**config.mk**
```make
export PLATFORM = sky130hd
export DESIGN_NAME = cube_net_decoder
export DESIGN_NICKNAME = d
export VERILOG_FILES = /design/src/rtl/cube_pkg.sv /design/src/rtl/cube_pixel_locator.sv /design/src/rtl/cube_net_decoder.sv
export SDC_FILE = /design/constraint.sdc
export NUM_CORES = 1
export LEC_CHECK = 0
export ABC_CLOCK_PERIOD_IN_PS = 12900
export CORE_MARGIN = 1
export CORE_UTILIZATION = 45
export CTS_BUF_LIST = sky130_fd_sc_hd__clkbuf_8 sky130_fd_sc_hd__clkbuf_16
export CTS_CLUSTER_DIAMETER = 100
export CTS_CLUSTER_SIZE = 20
export DETAILED_ROUTE_END_ITERATION = 8
export PLACE_DENSITY_LB_ADDON = 0.08
export SETUP_SLACK_MARGIN = 0.02
export SYNTH_ARGS = -nofsm -noshare
export SYNTH_HDL_FRONTEND = slang
export SYNTH_SLANG_ARGS = --single-unit
export TNS_END_PERCENT = 20
```
**constraint.sdc**
```tcl
create_clock -name clk -period 12.9 [get_ports clk]
set_input_delay 1.29 -clock clk [delete_from_list [all_inputs] [get_ports clk]]
set_output_delay 1.29 -clock clk [all_outputs]
set_load 0.02 [all_outputs]
```
**src/rtl/cube_pkg.sv**
```systemverilog
// Shared constants, face/colour encodings and colour conversion helpers
// for the cube drawer and the net decoder.
package cube_pkg;

    localparam int STICKER_SIZE = 8;
    localparam int STICKER_BITS = $clog2(STICKER_SIZE);
    localparam int FACE_SIZE    = 3 * STICKER_SIZE;
    localparam int NUM_STICKERS = 54;
    localparam int FRAME_PIXELS = NUM_STICKERS * STICKER_SIZE * STICKER_SIZE;
    localparam int PIX_CNT_W    = 12;

    typedef enum logic [2:0] {
        FACE_U = 3'd0,
        FACE_L = 3'd1,
        FACE_F = 3'd2,
        FACE_R = 3'd3,
        FACE_B = 3'd4,
        FACE_D = 3'd5
    } face_e;

    // Top-left corner of each face in the unfolded net
    localparam logic [7:0] U_X0 = 8'(FACE_SIZE);
    localparam logic [6:0] U_Y0 = 7'd0;
    localparam logic [7:0] L_X0 = 8'd0;
    localparam logic [6:0] L_Y0 = 7'(FACE_SIZE);
    localparam logic [7:0] F_X0 = 8'(FACE_SIZE);
    localparam logic [6:0] F_Y0 = 7'(FACE_SIZE);
    localparam logic [7:0] R_X0 = 8'(2 * FACE_SIZE);
    localparam logic [6:0] R_Y0 = 7'(FACE_SIZE);
    localparam logic [7:0] B_X0 = 8'(3 * FACE_SIZE);
    localparam logic [6:0] B_Y0 = 7'(FACE_SIZE);
    localparam logic [7:0] D_X0 = 8'(FACE_SIZE);
    localparam logic [6:0] D_Y0 = 7'(2 * FACE_SIZE);

    localparam logic [2:0] RGB_RED    = 3'b100;
    localparam logic [2:0] RGB_GREEN  = 3'b010;
    localparam logic [2:0] RGB_BLUE   = 3'b001;
    localparam logic [2:0] RGB_YELLOW = 3'b110;
    localparam logic [2:0] RGB_CYAN   = 3'b011;
    localparam logic [2:0] RGB_WHITE  = 3'b111;
    localparam logic [2:0] ID_UNKNOWN = 3'd7;

    typedef enum logic {
        ST_IDLE    = 1'b0,
        ST_CAPTURE = 1'b1
    } state_e;

    function automatic logic [2:0] map_color(input logic [2:0] id);
        case (id)
            3'd0:    return RGB_RED;
            3'd1:    return RGB_GREEN;
            3'd2:    return RGB_BLUE;
            3'd3:    return RGB_YELLOW;
            3'd4:    return RGB_CYAN;
            3'd5:    return RGB_WHITE;
            default: return 3'b000;
        endcase
    endfunction

    function automatic logic [2:0] unmap_color(input logic [2:0] rgb);
        case (rgb)
            RGB_RED:    return 3'd0;
            RGB_GREEN:  return 3'd1;
            RGB_BLUE:   return 3'd2;
            RGB_YELLOW: return 3'd3;
            RGB_CYAN:   return 3'd4;
            RGB_WHITE:  return 3'd5;
            default:    return ID_UNKNOWN;
        endcase
    endfunction

endpackage

```
**src/rtl/cube_pixel_locator.sv**
```systemverilog
// Maps a net pixel coordinate to its sticker index and position inside
// that sticker, using range compares and shifts only.
module cube_pixel_locator
    import cube_pkg::*;
(
    input  logic [7:0]              x,
    input  logic [6:0]              y,
    output logic                    on_net,
    output logic [5:0]              sticker,
    output logic [STICKER_BITS-1:0] local_x,
    output logic [STICKER_BITS-1:0] local_y
);

    logic [2:0] col;
    logic [1:0] row;
    logic [7:0] off_x;
    logic [6:0] off_y;
    logic [5:0] sx;
    logic [5:0] sy;
    face_e      face;

    // Column/row of the face grid; col 4 / row 3 mean outside the grid
    always_comb begin
        col   = 3'd4;
        off_x = x;
        if (x < 8'(FACE_SIZE)) begin
            col = 3'd0;
        end else if (x < 8'(2 * FACE_SIZE)) begin
            col   = 3'd1;
            off_x = x - 8'(FACE_SIZE);
        end else if (x < 8'(3 * FACE_SIZE)) begin
            col   = 3'd2;
            off_x = x - 8'(2 * FACE_SIZE);
        end else if (x < 8'(4 * FACE_SIZE)) begin
            col   = 3'd3;
            off_x = x - 8'(3 * FACE_SIZE);
        end
    end

    always_comb begin
        row   = 2'd3;
        off_y = y;
        if (y < 7'(FACE_SIZE)) begin
            row = 2'd0;
        end else if (y < 7'(2 * FACE_SIZE)) begin
            row   = 2'd1;
            off_y = y - 7'(FACE_SIZE);
        end else if (y < 7'(3 * FACE_SIZE)) begin
            row   = 2'd2;
            off_y = y - 7'(2 * FACE_SIZE);
        end
    end

    always_comb begin
        on_net = 1'b1;
        face   = FACE_U;
        if (row == 2'd0 && col == 3'd1)      face = FACE_U;
        else if (row == 2'd1 && col == 3'd0) face = FACE_L;
        else if (row == 2'd1 && col == 3'd1) face = FACE_F;
        else if (row == 2'd1 && col == 3'd2) face = FACE_R;
        else if (row == 2'd1 && col == 3'd3) face = FACE_B;
        else if (row == 2'd2 && col == 3'd1) face = FACE_D;
        else                                 on_net = 1'b0;
    end

    assign sx      = 6'(off_x >> STICKER_BITS);
    assign sy      = 6'(off_y >> STICKER_BITS);
    assign local_x = off_x[STICKER_BITS-1:0];
    assign local_y = off_y[STICKER_BITS-1:0];
    assign sticker = on_net ? (6'(face) * 6'd9 + sy * 6'd3 + sx) : 6'd0;

endmodule

```
**src/rtl/cube_net_decoder.sv**
```systemverilog
// Rebuilds the 54 sticker colour IDs from the drawn net pixel stream and
// commits them only when a whole frame arrived complete and consistent.
module cube_net_decoder
    import cube_pkg::*;
(
    input  logic       clk,
    input  logic       reset,
    input  logic [7:0] x,
    input  logic [6:0] y,
    input  logic [2:0] colour,
    input  logic       plot,
    output logic [2:0] colors [0:NUM_STICKERS-1],
    output logic       frame_done,
    output logic       frame_ok,
    output logic       valid
);

    logic [7:0] x_reg;
    logic [6:0] y_reg;
    logic [2:0] colour_reg;
    logic       plot_reg;

    always_ff @(posedge clk or posedge reset) begin
        if (reset) begin
            x_reg      <= '0;
            y_reg      <= '0;
            colour_reg <= '0;
            plot_reg   <= 1'b0;
        end else begin
            x_reg      <= x;
            y_reg      <= y;
            colour_reg <= colour;
            plot_reg   <= plot;
        end
    end

    logic                    on_net;
    logic [5:0]              loc_sticker;
    logic [STICKER_BITS-1:0] loc_x;
    logic [STICKER_BITS-1:0] loc_y;

    cube_pixel_locator u_locator (
        .x       (x_reg),
        .y       (y_reg),
        .on_net  (on_net),
        .sticker (loc_sticker),
        .local_x (loc_x),
        .local_y (loc_y)
    );

    logic [2:0] pix_id;
    logic       id_invalid;
    logic       px_live;
    logic       is_start;
    logic       is_end;

    assign pix_id     = unmap_color(colour_reg);
    assign id_invalid = (pix_id == ID_UNKNOWN);
    assign px_live    = plot_reg && on_net;
    assign is_start   = px_live && (loc_sticker == 6'd0) && (loc_x == '0) && (loc_y == '0);
    assign is_end     = px_live && (loc_sticker == 6'(NUM_STICKERS - 1)) && (&loc_x) && (&loc_y);

    state_e state_reg;
    state_e state_next;
    logic   clear_en;
    logic   proc_en;
    logic   eval_en;

    always_ff @(posedge clk or posedge reset) begin
        if (reset) state_reg <= ST_IDLE;
        else       state_reg <= state_next;
    end

    always_comb begin
        state_next = state_reg;
        if (is_start)                                state_next = ST_CAPTURE;
        else if (state_reg == ST_CAPTURE && is_end)  state_next = ST_IDLE;
    end

    // The start pixel both restarts the capture and counts as its first pixel
    always_comb begin
        clear_en = is_start;
        proc_en  = px_live && (is_start || state_reg == ST_CAPTURE);
        eval_en  = (state_reg == ST_CAPTURE) && is_end;
    end

    logic [NUM_STICKERS-1:0] seen_reg;
    logic [NUM_STICKERS-1:0] seen_eff;
    logic [NUM_STICKERS-1:0] seen_next;
    logic [NUM_STICKERS-1:0] hit;
    logic [NUM_STICKERS-1:0] differ;
    logic [2:0]              shadow_reg  [0:NUM_STICKERS-1];
    logic [2:0]              shadow_next [0:NUM_STICKERS-1];
    logic [PIX_CNT_W-1:0]    pix_cnt_reg;
    logic [PIX_CNT_W-1:0]    pix_cnt_next;
    logic                    err_reg;
    logic                    err_next;
    logic                    frame_good;
    logic                    commit;

    assign seen_eff = clear_en ? '0 : seen_reg;

    for (genvar gi = 0; gi < NUM_STICKERS; gi++) begin : g_sticker
        assign hit[gi]         = proc_en && (loc_sticker == 6'(gi));
        assign differ[gi]      = (shadow_reg[gi] != pix_id);
        assign seen_next[gi]   = seen_eff[gi] | hit[gi];
        assign shadow_next[gi] = (hit[gi] && !seen_eff[gi]) ? pix_id : shadow_reg[gi];
    end

    always_comb begin
        pix_cnt_next = clear_en ? '0 : pix_cnt_reg;
        if (proc_en && pix_cnt_next != '1) pix_cnt_next = pix_cnt_next + 1'b1;
        err_next = (clear_en ? 1'b0 : err_reg)
                 | (proc_en && (id_invalid || (|(hit & seen_eff & differ))));
    end

    // Judged on the next-state values so the end pixel itself is included
    assign frame_good = !err_next && (pix_cnt_next == PIX_CNT_W'(FRAME_PIXELS)) && (&seen_next);
    assign commit     = eval_en && frame_good;

    always_ff @(posedge clk or posedge reset) begin
        if (reset) begin
            pix_cnt_reg <= '0;
            err_reg     <= 1'b0;
            seen_reg    <= '0;
            frame_done  <= 1'b0;
            frame_ok    <= 1'b0;
            valid       <= 1'b0;
            for (int i = 0; i < NUM_STICKERS; i++) begin
                shadow_reg[i] <= ID_UNKNOWN;
                colors[i]     <= ID_UNKNOWN;
            end
        end else begin
            pix_cnt_reg <= pix_cnt_next;
            err_reg     <= err_next;
            seen_reg    <= seen_next;
            frame_done  <= eval_en;
            if (eval_en) frame_ok <= frame_good;
            if (commit)  valid    <= 1'b1;
            for (int i = 0; i < NUM_STICKERS; i++) begin
                shadow_reg[i] <= shadow_next[i];
                if (commit) colors[i] <= shadow_next[i];
            end
        end
    end

endmodule

```
### Word-level counts from Yosys, hierarchy flattened

Cells that the tools add are included.

* register bits: 414
* output and inout bits: 165
* logic and storage cells: 597

* add/sub/neg operators: 8
* multiply operators: 2
* magnitude comparators: 7
* equal/unequal tests: 121
* multiplexer cells: 88
* bitwise operators: 57
* reduce and logical (&&, ||, !) cells: 195

Operator list (number)
* $mux W3: 64
* $ne A3 B3 Y1: 54
* $eq A6 B6 Y1 const B: 22
* $logic_and A1 B1 Y1: 128
* $and A54 B54 Y54: 2
* $eq A6 B5 Y1 const B: 16
* $logic_not A1 Y1: 55
* $or A1 B1 Y1: 55
* $mux W54: 1
* $reduce_and A54 Y1: 1
* $reduce_or A54 Y1: 1
* $eq A6 B4 Y1 const B: 8
* $mux W8: 4
* $eq A6 B3 Y1 const B: 4
* $mux W12: 2
* $mux W7: 3
* $pmux W3 S6: 1
* $lt A8 B7 Y1 const B: 2
* $add A12 B1 Y12 const B: 1
* $eq A12 B12 Y1 const B: 1
* $eq A3 B2 Y1 const B: 4
* $eq A3 B3 Y1 const B: 4
* $eq A6 B2 Y1 const B: 2
* $ne A12 B12 Y1 const B: 1
* 27 further kinds: 42

### Logic depth before layout (Yosys ltp)

* depth in word-level cells: 34
* mapped depth: 38
* depth with buffers taken out: 31

### By module

Synthesis repeated with hierarchy kept, for this count alone.

* cell total of the unflattened synthesis: 2388
* area, all modules: 23575.1 sq um

Modules (own cells, without submodules)
* cube_net_decoder: instances 1, cells each 2235, area each 22389.0 sq um
* cube_pixel_locator: instances 1, cells each 153, area each 1186.1 sq um

### Least setup slack after synthesis

OpenSTA, ideal clock, no wires.

* path kind: reg-to-reg
* start: reg x_reg[5]
* end: reg colors[100] (netlist name)
* library setup time: 0.082 ns
* data arrival time: 8.201 ns
* data required time: 12.818 ns
* slack: 4.617 ns
* cell stages (with the launch flop): 35
* path buffers: 7
* cells stage by stage: dfrtp_1 > clkbuf_1 > inv_1 > ha_1 > a21boi_1 > nand2b_1 > o31a_2 > inv_2 > fa_1 > fa_1 > fa_1 > ha_1 > fa_1 > nor2_1 > and2_0 > clkbuf_1 > nand2_2 > or3_1 > clkbuf_1 > clkbuf_1 > clkbuf_1 > and2_1 > ha_1 > nand2_1 > nor4_1 > nor2_1 > nand4_1 > xor2_1 > nor2_1 > or4b_1 > nor4_1 > o2111ai_1 > buf_4 > buf_6 > mux2_4

RTL lines
* from (decl): RTL line cube_net_decoder.sv:18 `logic [7:0] x_reg;`
* from (signal assigned): RTL line cube_net_decoder.sv:25 `x_reg <= '0;`
* from (signal assigned): RTL line cube_net_decoder.sv:30 `x_reg <= x;`
* branches (longest 24 deep; another with $lt A8 B7 Y1)
* $mux W12 *: RTL line cube_net_decoder.sv:112 `if (proc_en && pix_cnt_next != '1) pix_cnt_next = pix_cnt_next + 1'b1;`
* named net pix_cnt_next[9]: RTL line cube_net_decoder.sv:95 `logic [PIX_CNT_W-1:0] pix_cnt_next;`
* $eq A12 B12 Y1 *: RTL line cube_net_decoder.sv:118 `assign frame_good = !err_next && (pix_cnt_next == PIX_CNT_W'(FRAME_PIXELS)) && (&seen_next);`
* $logic_and A1 B1 Y1 * (2 in series): RTL line cube_net_decoder.sv:118
* $logic_and A1 B1 Y1 *: RTL line cube_net_decoder.sv:119 `assign commit = eval_en && frame_good;`
* to (signal, indexed assignment): RTL line cube_net_decoder.sv:142 `if (commit) colors[i] <= shadow_next[i];`
* to (decl): RTL line cube_net_decoder.sv:12 `output logic [2:0] colors [0:NUM_STICKERS-1],`

Mark *: on every way through the listed nets, which the timed path passes.
A chain may end at the register's enable or synchronous reset.

### Worst setup path after layout

* start: reg x_reg[5]
* end: reg colors[58] (netlist name)

Same word-level chain as after synthesis.

==> flow_summary.toml <==
[synthesis]
syn_area_per_cell_um2 = 9.930
yosysUniqueCellTypes = 89
synth_area_um2 = 23460
yosysWarnings = 0
synth-async-reset-ratio_pct = 100.0
syn-num-nets = 2416
synth_seq_cells = 414
synth-edff-count = 0
synth_flop_cell = "dfstp_2"
syn-instance-count = 2363
ys_seq_area_share_pct = 45.88

[critical_path]
reg2reg_from = "x_reg[5]$_DFF_PP0_"
cp_max_fo = 65
critPathKind = "reg2reg"
critPathMostFrequentCell = "fa_1"
worstPathArrival_ns = 10.18
crit_slowest_cell = "fa_1"
worst_setup_path_start_kind = "flop"
slowest_delay_ns = 0.91
reg2reg_depth = 29
crit_required_ns = 13.43
crit_start = "x_reg[5]$_DFF_PP0_"
crit_path_end_kind = "flop"

[sta]
finalSetupTns_ns = 0
holdWs_ns = 0.4735
fin_crit_sh_pct = 74.80
slew_headroom_pct = 24.94
tightestPinTransition_ns = 1.110
period_needed_ns = 9.650
rsz0062_at_grt = "false"
finClkSkew_ns = 0.04592
clock.fmax_ghz = 0.1036
setup_viol = 0
report.final.hold_viol_count = 0
maxSlewViolCount = 0

[clocking]
clockBufferDepth = 3
postCtsSetupBuffers = 0
ctsHoldBuffers = 0
cts_buffers = 25
cts_tree = "built"
clkTransAtPathRegs_ns = 0.08
root_buffer = "clkbuf_16"
cts-resized-gates = 0
cts_sinks = 414
worst_skew_pair.late_latency_ns = 0.61
htreeDepth = 1

[job]
maxCapViolations = 0

[cells_and_area]
area_growth_pct = 12.57
fin_cells = 3127
layout-drive-gt1-share_pct = 23.38
seqCellArea_um2 = 10770
multiInputGateArea_um2 = 11790
most-common-layout-cells = "324 x dfstp_2, 295 x nand2_1, 238 x o21ai_0"
nets = 2489
n_fill_cell = 4689
num_antenna_cells = 0
layout_commonest_cell = "dfstp_2"

[global_route]
grt_max_degree = 161
grt_pass1_vias = 18910
grt.overflow.total = 0
grt_use_total_pct = 28.52
antenna_found_initial = 1
grt_pass1_wl_um = 117500

[power]
peakVddDrop_mv = 0.09318
p_per_area_nw_per_um2 = 99.00
total_power_mw = 2.615
power_leakage_nw = 10.10

[placed_design]
dpl.hpwl_um = 53330
port_buffers = 185
dp.cells = 3089
place_congestion = 0.9916

[floorplanning]
initial_core_util_pct = 45.64
die_w_um = 230.3
dieHeight_um = 230.3
dieArea_um2 = 53060
io_pins = 186
placement_rows = 83
core_um2 = 51410

[route]
drc = 0
ant_nets = 0
route.vias.total = 19610
totalWireLength_um = 76680
firstDrtPassIters = 6
viasPerCell = 6.272
wl_per_cell_um = 24.52
drtIter0Drc = 1933

[hold_path]
holdCritStartpoint = "valid$_DFFE_PP0P_"
worstHoldPathCells = 1
hold_path_class = "reg2reg"

[run_status]
status = "finished clean"
-- critical path, delay by kind of cell, from the launching register on --
| family | cells | cell delay [ns] |
|---|---|---|
| AO/OA/AOI/OAI | 3 | 0.78 |
| XOR/XNOR | 1 | 0.17 |
| adder cells (fa/ha/maj) | 7 | 3.00 |
| buffers and inverters | 4 | 1.02 |
| flip-flops | 1 | 0.52 |
| multiplexers | 1 | 0.47 |
| AND/OR/NAND/NOR | 13 | 3.53 |
-- layout make-up --
class	instances	share of cell area [%]
Clock buffer	25	2.368
Inverter	34	0.5116
Tap cell	680	3.221
Timing Repair Buffer	226	8.223
Clock inverter	13	0.2700
Multi-Input combinational cell	1735	44.62
Sequential cell	414	40.79
-- report_power, final --
group	total, mW	internal, mW	switching, mW
Combinational	0.474	0.121	0.354
Sequential	1.32	1.31	0.0111
Clock	0.823	0.355	0.469
-- cells in the mapped netlist, drive strengths merged, types with 9 or more instances --
cell type	count	area (um^2)
dfstp	324	8513
nand2	296	1114
o21ai	238	1191
mux2	186	2470
nor2	116	435.4
clkbuf	114	435.4
nand3	110	555.5
dfrtp	90	2252
nor3	83	425.4
a31oi	67	419.2
buf	65	415.4
and3	61	381.6
nor4b	42	367.9
a21oi	36	180.2
xnor2	36	334.1
inv	34	127.6
nor4	29	187.7
ha	25	312.8
nand4	25	156.4
o311ai	25	219.0
or3	24	150.1
a211oi	20	150.1
o32ai	17	163.9
nand3b	16	120.1
o31ai	16	120.1
and2	15	93.84
a22oi	14	105.1
o211ai	14	105.1
or4	13	97.59
xor2	13	113.9
a211o	12	105.1
a31o	12	105.1
nor3b	12	90.09
o2111ai	11	96.34
o22ai	11	75.07
nand2b	10	62.56
or2	10	62.56
o311a	9	90.09
-- path summary, 6_finish.rpt --
kind / slack (ns) / to
min in group asynchronous: 1.28 / seen_reg[25]$_DFF_PP0_
min: 0.47 / valid$_DFFE_PP0P_
min reg2reg: 0.47 / valid$_DFFE_PP0P_
max in group asynchronous: 10.10 / frame_done$_DFF_PP0_
max: 3.25 / colors[58]$_DFFE_PP1P_
max reg2reg: 3.25 / colors[58]$_DFFE_PP1P_
-- per-layer routing --
metal	GRT usage (%)	wire, um
met5	0	19
met4	7.368	2034
met2	46.12	35670
met1	40.10	34390
met3	4.076	4560
-- cell families after synthesis --
logic type / synth area share, %
mux: 10.79
buf+inv: 4.213
xor+xnor: 1.909
fa+ha+maj: 1.930
compound gates: 16.06
simple gates: 19.22
flops: 45.88
-- through the flow --
stage | instance area (um^2) | utilization (%) | setup WS, ns
floorplan | 23460 | - | 0.6248
global placement | 25720 | 50.03 | 3.642
detailed placement | 25720 | 50.03 | 3.379
CTS | 26410 | 51.38 | 3.379
global route | 26410 | 51.38 | 2.504
finish | 26410 | 51.38 | 3.251
Power figures use the tool's default switching activity.
